### config.mk
export PLATFORM = sky130hd
export DESIGN_NAME = paddle_draw_sequencer
export DESIGN_NICKNAME = d
export VERILOG_FILES = /design/src/rtl/paddle_draw_sequencer_pkg.sv /design/src/rtl/paddle_draw_sequencer_rect_fill_counter.sv /design/src/rtl/paddle_draw_sequencer.sv
export SDC_FILE = /design/constraint.sdc
export NUM_CORES = 1
export LEC_CHECK = 0
export ABC_AREA = 1
export BUFFER_PORTS_ARGS = -buffer_cell sky130_fd_sc_hd__buf_2
export CAP_MARGIN = 10
export CORE_MARGIN = 2
export CORE_UTILIZATION = 55
export CTS_BUF_LIST = sky130_fd_sc_hd__clkbuf_2 sky130_fd_sc_hd__clkbuf_4 sky130_fd_sc_hd__clkbuf_8
export DETAILED_ROUTE_END_ITERATION = 16
export GPL_TIMING_DRIVEN = 0
export PLACE_DENSITY = 0.82
export SLEW_MARGIN = 10
export SYNTH_ARGS = -nofsm -noshare
export SYNTH_HDL_FRONTEND = slang
export SYNTH_SLANG_ARGS = --single-unit
export TNS_END_PERCENT = 20
### constraint.sdc
create_clock -name clk -period 2.2 [get_ports clk]
set_input_delay 0.44 -clock clk [delete_from_list [all_inputs] [get_ports clk]]
set_output_delay 0.44 -clock clk [all_outputs]
set_load 0.01 [all_outputs]
### src/rtl/paddle_draw_sequencer_pkg.sv
// Shared screen limits, paddle geometry defaults and sequencer state encoding
// for the paddle draw path.
package paddle_draw_sequencer_pkg;

   localparam int unsigned SCREEN_W      = 160;
   localparam int unsigned SCREEN_H      = 180;
   localparam int unsigned DEF_PADDLE_W  = 40;
   localparam int unsigned DEF_PADDLE_H  = 8;
   localparam logic [7:0]  DEF_RESET_X   = 8'd60;
   localparam logic [7:0]  DEF_RESET_Y   = 8'd167;
   localparam logic [23:0] DEF_BG_COLOUR = 24'h000000;

   typedef enum logic [2:0] {
      ST_IDLE,
      ST_ERASE,
      ST_CLR,
      ST_DRAW,
      ST_FLUSH,
      ST_DONE
   } state_e;

   // Screen coordinates wrap at 8 bits; callers keep rectangles on screen.
   function automatic logic [7:0] rect_offset(input logic [7:0] base,
                                              input logic [7:0] off);
      return base + off;
   endfunction

endpackage

### src/rtl/paddle_draw_sequencer_rect_fill_counter.sv
// Row-major x/y scan counter over a W x H rectangle; shared by paddle and
// ball erase sequencing.
module rect_fill_counter
   import paddle_draw_sequencer_pkg::*;
#(
   parameter int unsigned W  = DEF_PADDLE_W,
   parameter int unsigned H  = DEF_PADDLE_H,
   parameter int unsigned CW = 8
)(
   input  logic          clk,
   input  logic          reset,
   input  logic          start,
   input  logic          step,
   output logic [CW-1:0] cx,
   output logic [CW-1:0] cy,
   output logic          last
);

   logic [CW-1:0] cx_q, cx_d;
   logic [CW-1:0] cy_q, cy_d;
   logic          x_wrap;

   assign x_wrap = (cx_q == CW'(W - 1));
   assign last   = x_wrap && (cy_q == CW'(H - 1));
   assign cx     = cx_q;
   assign cy     = cy_q;

   always_comb begin
      cx_d = cx_q;
      cy_d = cy_q;
      if (start) begin
         cx_d = '0;
         cy_d = '0;
      end else if (step) begin
         if (x_wrap) begin
            cx_d = '0;
            cy_d = last ? '0 : cy_q + 1'b1;
         end else begin
            cx_d = cx_q + 1'b1;
         end
      end
   end

   always_ff @(posedge clk) begin
      if (reset) begin
         cx_q <= '0;
         cy_q <= '0;
      end else begin
         cx_q <= cx_d;
         cy_q <= cy_d;
      end
   end

endmodule

### src/rtl/paddle_draw_sequencer.sv
// Per-frame paddle redraw: erase the old rectangle, then stream the sprite
// drawer's pixels (colour re-aligned to the one-cycle memory) to the VGA plot port.
module paddle_draw_sequencer
   import paddle_draw_sequencer_pkg::*;
#(
   parameter int unsigned PADDLE_W  = DEF_PADDLE_W,
   parameter int unsigned PADDLE_H  = DEF_PADDLE_H,
   parameter logic [7:0]  RESET_X   = DEF_RESET_X,
   parameter logic [7:0]  RESET_Y   = DEF_RESET_Y,
   parameter logic [23:0] BG_COLOUR = DEF_BG_COLOUR
)(
   input  logic        clk,
   input  logic        reset,
   input  logic        frame_tick,
   input  logic [7:0]  paddle_x,
   input  logic [7:0]  paddle_y,
   output logic        draw_en,
   output logic        draw_rst,
   input  logic        draw_end,
   input  logic [7:0]  draw_x_curr,
   input  logic [7:0]  draw_y_curr,
   input  logic [23:0] draw_colour,
   output logic [7:0]  vga_x,
   output logic [7:0]  vga_y,
   output logic [23:0] vga_colour,
   output logic        vga_plot,
   output logic        busy,
   output logic        done
);

   state_e      state_q, state_d;
   logic [7:0]  old_x_q, old_x_d, old_y_q, old_y_d;
   logic [7:0]  new_x_q, new_x_d, new_y_q, new_y_d;
   logic        drawn_q, drawn_d;
   logic        pending_q, pending_d;
   logic [7:0]  vga_x_q, vga_x_d, vga_y_q, vga_y_d;
   logic [23:0] colour_q, colour_d;
   logic        plot_q, plot_d;
   logic        pass_q, pass_d;
   logic        done_q, done_d;

   logic [7:0]  ex, ey;
   logic        erase_last;
   logic        trig;

   rect_fill_counter #(
      .W  (PADDLE_W),
      .H  (PADDLE_H),
      .CW (8)
   ) u_erase_cnt (
      .clk   (clk),
      .reset (reset),
      .start (state_q == ST_IDLE),
      .step  (state_q == ST_ERASE),
      .cx    (ex),
      .cy    (ey),
      .last  (erase_last)
   );

   assign trig     = frame_tick || pending_q;
   assign draw_en  = (state_q == ST_DRAW);
   assign draw_rst = (state_q == ST_CLR);
   assign busy     = (state_q != ST_IDLE);
   assign done     = done_q;
   assign vga_x    = vga_x_q;
   assign vga_y    = vga_y_q;
   assign vga_plot = plot_q;
   // Sprite memory q lags its address by one cycle, exactly like the
   // registered coordinates, so the colour is passed straight through.
   assign vga_colour = pass_q ? draw_colour : colour_q;

   always_comb begin
      state_d   = state_q;
      old_x_d   = old_x_q;
      old_y_d   = old_y_q;
      new_x_d   = new_x_q;
      new_y_d   = new_y_q;
      drawn_d   = drawn_q;
      pending_d = pending_q;
      vga_x_d   = vga_x_q;
      vga_y_d   = vga_y_q;
      colour_d  = colour_q;
      plot_d    = 1'b0;
      pass_d    = (state_q == ST_DRAW);
      done_d    = (state_q == ST_DONE);

      if (state_q == ST_IDLE) begin
         pending_d = 1'b0;
      end else if (frame_tick) begin
         pending_d = 1'b1;
      end

      case (state_q)
         ST_IDLE: begin
            if (trig) begin
               new_x_d = paddle_x;
               new_y_d = paddle_y;
               if (drawn_q && paddle_x == old_x_q && paddle_y == old_y_q) begin
                  state_d = ST_DONE;
               end else if (drawn_q) begin
                  state_d = ST_ERASE;
               end else begin
                  state_d = ST_CLR;
               end
            end
         end
         ST_ERASE: begin
            vga_x_d  = rect_offset(old_x_q, ex);
            vga_y_d  = rect_offset(old_y_q, ey);
            colour_d = BG_COLOUR;
            plot_d   = 1'b1;
            if (erase_last) begin
               state_d = ST_CLR;
            end
         end
         ST_CLR: begin
            state_d = ST_DRAW;
         end
         ST_DRAW: begin
            vga_x_d = draw_x_curr;
            vga_y_d = draw_y_curr;
            plot_d  = !draw_end;
            if (draw_end) begin
               state_d = ST_FLUSH;
            end
         end
         ST_FLUSH: begin
            old_x_d = new_x_q;
            old_y_d = new_y_q;
            drawn_d = 1'b1;
            state_d = ST_DONE;
         end
         ST_DONE: begin
            state_d = ST_IDLE;
         end
         default: begin
            state_d = ST_IDLE;
         end
      endcase
   end

   always_ff @(posedge clk) begin
      if (reset) begin
         state_q   <= ST_IDLE;
         old_x_q   <= RESET_X;
         old_y_q   <= RESET_Y;
         new_x_q   <= '0;
         new_y_q   <= '0;
         drawn_q   <= 1'b0;
         pending_q <= 1'b0;
         vga_x_q   <= '0;
         vga_y_q   <= '0;
         colour_q  <= '0;
         plot_q    <= 1'b0;
         pass_q    <= 1'b0;
         done_q    <= 1'b0;
      end else begin
         state_q   <= state_d;
         old_x_q   <= old_x_d;
         old_y_q   <= old_y_d;
         new_x_q   <= new_x_d;
         new_y_q   <= new_y_d;
         drawn_q   <= drawn_d;
         pending_q <= pending_d;
         vga_x_q   <= vga_x_d;
         vga_y_q   <= vga_y_d;
         colour_q  <= colour_d;
         plot_q    <= plot_d;
         pass_q    <= pass_d;
         done_q    <= done_d;
      end
   end

endmodule

* Word level (Yosys, flattened, before mapping) *
Index checks and enable logic that the tools add are counted.

word-level totals
  register bits = 72
  bits of input ports = 60
  output and inout port bits = 45
  logic and storage cells = 54

operators by class
  add/sub/neg operators = 4
  eq/ne operators = 12
  mux-type cells = 12
  reduce and logical (&&, ||, !) cells = 12

operator list
  kind                   number
  $pmux W8 S2            2
  $mux W24               1
  $add A8 B1 Y8 const B  2
  $add A8 B8 Y8          2
  $eq A8 B8 Y1           2
  $mux W8                2
  $pmux W3 S5            1
  $mux W3                4
  $eq A8 B3 Y1 const B   1
  $eq A8 B6 Y1 const B   1
  $eq A3 B2 Y1 const B   2
  $eq A3 B3 Y1 const B   2
  $ne A2 B2 Y1 const B   2
  $reduce_and A2 Y1      2
  $eq A3 B1 Y1 const B   1
  $logic_and A1 B1 Y1    3
  $logic_not A3 Y1       1
  $reduce_and A3 Y1      1
  $reduce_bool A3 Y1     1
  $mux W2                1
  $ne A2 B1 Y1 const B   1
  $pmux W1 S2            1
  $reduce_bool A2 Y1     1
  $reduce_or A2 Y1       1
  2 further kinds        2

* Depth between registers and ports, before layout *
  word-level depth = 6
  mapped depth = 12

* Modules after synthesis *
From an unflattened synthesis, not the netlist that was laid out.

second synthesis, totals
  cells, all modules = 598
  area total of the unflattened synthesis = 4,165.2 um^2

by module, submodules not included
  module                 instances  cells an instance  area each (um^2)  sequential area each (um^2)
  paddle_draw_sequencer  1          472                3,316.9           1,121.1
  rect_fill_counter      1          126                848.3             320.3

* Worst setup path before layout *
OpenSTA, ideal clock, no wires.

  path type = reg-to-reg
  start = reg u_erase_cnt.cx_q[0], in the netlist u_erase_cnt.cx[0]
  end = reg vga_x_q[6], in the netlist vga_x[6]
  arrival time = 1.463 ns
  setup slack = 0.604 ns
  cell stages (with the launch flop) = 12
  path buffers = 0
  cell sequence = dfxtp_1 -> ha_1 -> inv_1 -> fa_1 -> inv_1 -> nand3_1 -> nand2_1 -> nand3_1 -> nand3_1 -> nand3_1 -> nand2_1 -> a21oi_1

on the way
  word-level cells in the longest chain between the ends = 2

RTL lines
  what                    line                                           RTL
  start, declared         paddle_draw_sequencer_rect_fill_counter.sv:19  logic [CW-1:0] cx_q, cx_d;
  start signal, assigned  paddle_draw_sequencer_rect_fill_counter.sv:46  cx_q <= '0;
  start signal, assigned  paddle_draw_sequencer_rect_fill_counter.sv:49  cx_q <= cx_d;
  $add A8 B8 Y8           paddle_draw_sequencer_pkg.sv:25                return base + off;
  $pmux W8 S2             paddle_draw_sequencer.sv:93                    case (state_q)
  end signal, assigned    paddle_draw_sequencer.sv:165                   vga_x_q <= vga_x_d;
  end, declared           paddle_draw_sequencer.sv:36                    logic [7:0] vga_x_q, vga_x_d, vga_y_q, vga_y_d;

Every way passes these cells.
A chain may end at the register's enable or synchronous reset.

* Final worst setup path *
  start = reg state_q[0]
  end = out draw_en

on the way
  word-level cells in the longest chain between the ends = 1

RTL lines
  what                    line                          RTL
  start, declared         paddle_draw_sequencer.sv:31   state_e state_q, state_d;
  start signal, assigned  paddle_draw_sequencer.sv:158  state_q <= state_d;
  $eq A3 B2 Y1            paddle_draw_sequencer.sv:61   assign draw_en = (state_q == ST_DRAW);
  end, declared           paddle_draw_sequencer.sv:17   output logic draw_en,

Every way passes these cells.

==> summary.md <==
| Metric | Value |
|---|---|
| Final layout net count | `809` |
| Cell-internal power | `0.00272 W` |
| Net switching power of the design | `0.00182 W` |
| Type of the most critical hold path | `in -> reg` |
| Estimated wirelength of the detail-placed design | `8600 µm` |
| DIE AREA | `8200 µm²` |
| Final Cell Area | `4950 µm²` |
| Fmax achieved | `509 MHz` |
| Number of standard cells after synthesis | `616` |
| Switching power as a share of total power | `40.1%` |
| Post-layout minimum cycle time | `1.97 ns` |
| Via-per-instance ratio | `5.21` |
| Main area contributors after synthesis | `sky130_fd_sc_hd__dfxtp_1 35%, sky130_fd_sc_hd__nand2_1 14%, sky130_fd_sc_hd__inv_1 9.2%` |
| Most frequent cells after synthesis | `156 x sky130_fd_sc_hd__nand2_1, 101 x sky130_fd_sc_hd__inv_1, 72 x sky130_fd_sc_hd__dfxtp_1` |
| Compound-Gate Fraction of Synth Area | `15.9%` |
| Core Util, Final | `68.2%` |
| Final Hold Violating Endpoints | `0` |
| Startpoint of the worst register-to-register path | `old_y_q[0]$_SDFFE_PP1P_` |
| Total cell area at the placement stage | `4760 µm²` |
| Number of clock sinks seen by CTS | `72` |
| Relative slew slack | `65.0%` |
| Initial core utilization | `56.8%` |
| Async SR Flop Fraction | `0%` |
| DR iter-0 viols | `313` |
| Maximum clock skew at final layout | `0.0118 ns` |
| H-Tree Depth | `3` |
| Max-capacitance violation count | `0` |
| Pin count of the biggest net entering global routing | `13` |
| CORE AREA | `7250 µm²` |
| Clk buf depth | `2` |
| Worst Setup End Kind | `output port` |
| Overflow left after global routing | `0` |
| Die height | `90.6 µm` |
| Count of filler cells inserted in the layout | `641` |
| Quantity of I/O buffers inserted on ports | `104` |
| Slack of the worst reg-to-reg path | `0.34 ns` |
| Startpoint class of the critical path | `register` |
| Crit-path max FO | `10` |
| Kind of critical path | `reg -> out` |
| Sequential Power Share | `38.9%` |
| Crit path to | `draw_en` |
| Share of final-layout standard cells stronger than drive strength 1 | `21.5%` |
| Run status | `finished, final reports clean` |
| Unrepaired setup endpoints after global routing | `false` |
| Final clock period utilization by the worst path | `89.4%` |
| Global-route wire length before repair | `18600 µm` |
| Diodes inserted | `0` |
| Setup Fix Bufs, Post-CTS | `0` |
| Inserted Clock Buffers | `9` |
| Routed via count | `4341` |
| GR Util All Layers | `28.1%` |
| Worst supply voltage drop on vdd | `463 µV` |
| Total I/O pin count | `105` |
| Number of enable flip-flop cells after synthesis | `0` |
| Leading cell type by number of instances after synthesis | `sky130_fd_sc_hd__nand2_1` |
| Vias in the first global route | `3960` |
| Worst-skew pair later-pin latency | `0.35 ns` |
| Clock Tree Root | `sky130_fd_sc_hd__clkbuf_8` |
| Final Setup Violations | `0` |
| Share of the yosys chip area belonging to registers | `35.0%` |
| Relative contribution of combinational cells to total power | `38.6%` |
| Cell area power density | `917 nW/µm²` |
| Clock transition at the registers of the reported paths | `0.08 ns` |
| Remaining design rule violation count | `0` |
| Pins Over Slew Limit | `0` |
| Capture point of the worst reg-to-reg path | `vga_y[6]$_SDFFE_PP0P_` |
| CP Data Arrival Time | `1.53 ns` |
| Final critical-path setup slack | `0.234 ns` |
| Layout overhead on the synthesized area | `20.1%` |
| Worst setup startpoint | `state_q[0]$_SDFFE_PP0P_` |
| Overall Power | `0.00454 W` |
| Largest family of logic cells by synthesized area | `simple AND/OR/NAND/NOR gates` |
| Share of power burned in the clock network | `22.6%` |
| CTS Hold Bufs | `0` |
| Wire length reported by the detailed router | `11100 µm` |
| Count of TritonRoute iterations in the first routing pass | `5` |
| Share of synthesized area spent on multiplexers | `0%` |
| Number of synthesis warnings | `0` |
| Seq cells post-synth | `72` |
| Transition time of the tightest slew-check pin | `0.525 ns` |
| Yosys top cell by area | `sky130_fd_sc_hd__dfxtp_1` |
| Synth top area share | `35.0%` |
| Number of antenna violations at the first check in global routing | `0` |
| Placement Setup Slack | `0.374 ns` |
| Synth cell types | `38` |
| TNS Setup | `0 ns` |
| Static leakage power | `2.73 nW` |
| Post-Synth Simple-Gate Area | `28.7%` |
| Required time of the critical path | `1.76 ns` |
| Final GP Congestion | `0.857` |
| Post-Synthesis Net Count | `694` |
| Synthesized area | `4120 µm²` |
| Total of cells resized after clock tree synthesis | `0` |
| Depth of the worst register-to-register path | `11` |
| Share of synthesized cell area in full adder, half adder and majority cells | `5.83%` |
| Average detailed-routed wire length per instance | `13.2 µm` |
| Clock tree from TritonCTS | `built` |
| Average size of a mapped cell | `6.69 µm²` |
| Xor/xnor share of the synthesized area | `2.34%` |
| Routed Antenna Nets | `0` |
| Floorplan row count | `31` |
| Die X | `90.6 µm` |
| Dominant synthesized flop cell | `sky130_fd_sc_hd__dfxtp_1` |
-- power groups by stage --
stage | Sequential [W] | Combinational [W] | Clock (W)
after global routing | 0.00180 | 0.00198 | 0.00109
after CTS | 0.00176 | 0.00174 | 0.00102
final | 0.00176 | 0.00175 | 0.00102
after global placement | 0.00178 | 0.00168 | 0
after detailed placement | 0.00179 | 0.00173 | 0
after floorplan | 0.00181 | 0.00114 | 0
-- critical path: stages, from the launching register on --
cell and delay (ns):
sky130_fd_sc_hd__dfxtp_1 0.51, sky130_fd_sc_hd__nand3_2 0.22, sky130_fd_sc_hd__inv_1 0.12, sky130_fd_sc_hd__buf_4 0.17, sky130_fd_sc_hd__buf_2 0.14
-- cell families after synthesis --
logic type | count (synthesis)
XOR/XNOR | 11
buffers and inverters | 125
AND/OR/NAND/NOR | 268
adder cells (fa/ha/maj) | 18
AO/OA/AOI/OAI | 122
flip-flops | 72
-- how the worst min path moves through the flow --
| stage | from | end | cells past startpoint |
|---|---|---|---|
| floorplan | new_x_q[7]$_SDFFE_PP0P_ | new_x_q[7]$_SDFFE_PP0P_ | 2 |
| global placement | new_x_q[5]$_SDFFE_PP0P_ | new_x_q[5]$_SDFFE_PP0P_ | 2 |
| detailed placement | new_x_q[7]$_SDFFE_PP0P_ | new_x_q[7]$_SDFFE_PP0P_ | 2 |
| CTS | frame_tick | pending_q$_SDFFE_PP0P_ | 3 |
| global route | frame_tick | pending_q$_SDFFE_PP0P_ | 3 |
| finish | frame_tick | pending_q$_SDFFE_PP0P_ | 3 |
-- routing by layer --
metal,vias up,global-route usage [%],wire length [µm]
met4,0,8.85,145
met3,14,5.01,745
li1,2185,-,-
met1,1964,35.6,4800
met2,178,48.4,5360
met5,-,0,0
-- cells in the final DEF, fill, tap and decap left out, types with 3 or more instances in the layout --
cell	count
sky130_fd_sc_hd__nor2_1	43
sky130_fd_sc_hd__nor3_1	9
sky130_fd_sc_hd__o21ai_0	38
sky130_fd_sc_hd__clkbuf_8	9
sky130_fd_sc_hd__nand3_1	35
sky130_fd_sc_hd__xor2_1	6
sky130_fd_sc_hd__inv_1	101
sky130_fd_sc_hd__buf_4	4
sky130_fd_sc_hd__nor2_4	4
sky130_fd_sc_hd__clkbuf_1	8
sky130_fd_sc_hd__nand2_2	4
sky130_fd_sc_hd__a21oi_1	67
sky130_fd_sc_hd__a211oi_1	3
sky130_fd_sc_hd__buf_2	109
sky130_fd_sc_hd__o211ai_1	9
sky130_fd_sc_hd__xnor2_1	5
sky130_fd_sc_hd__or2_2	5
sky130_fd_sc_hd__clkinv_2	3
sky130_fd_sc_hd__inv_2	4
sky130_fd_sc_hd__dfxtp_1	72
sky130_fd_sc_hd__ha_1	16
sky130_fd_sc_hd__nand2_1	156
-- registers in the layout, summed over array words and instances, names as in the netlist --
name            count
new_x_q             8
old_y_q             8
drawn_q             1
vga_x               8
done                1
pass_q              1
vga_y               8
u_erase_cnt.cy      8
pending_q           1
state_q             3
old_x_q             8
new_y_q             8
vga_plot            1
u_erase_cnt.cx      8
-- stage by stage --
stage	hold slack (ns)	std cells
floorplan	0.430	616
global placement	0.441	819
detailed placement	0.447	819
CTS	0.348	834
global route	0.352	834
finish	0.345	834
-- area by class of cell --
| class | instances | area, µm² | share of cell area, % |
|---|---|---|---|
| Timing Repair Buffer | 104 | 520 | 10.5 |
| Multi-Input combinational cell | 419 | 2180 | 44.0 |
| Clock inverter | 6 | 61.3 | 1.24 |
| Inverter | 108 | 418 | 8.44 |
| Sequential cell | 72 | 1440 | 29.1 |
| Clock buffer | 9 | 124 | 2.50 |
| Tap cell | 99 | 124 | 2.50 |
| Buffer | 17 | 85.1 | 1.72 |
Power figures use the tool's default switching activity.
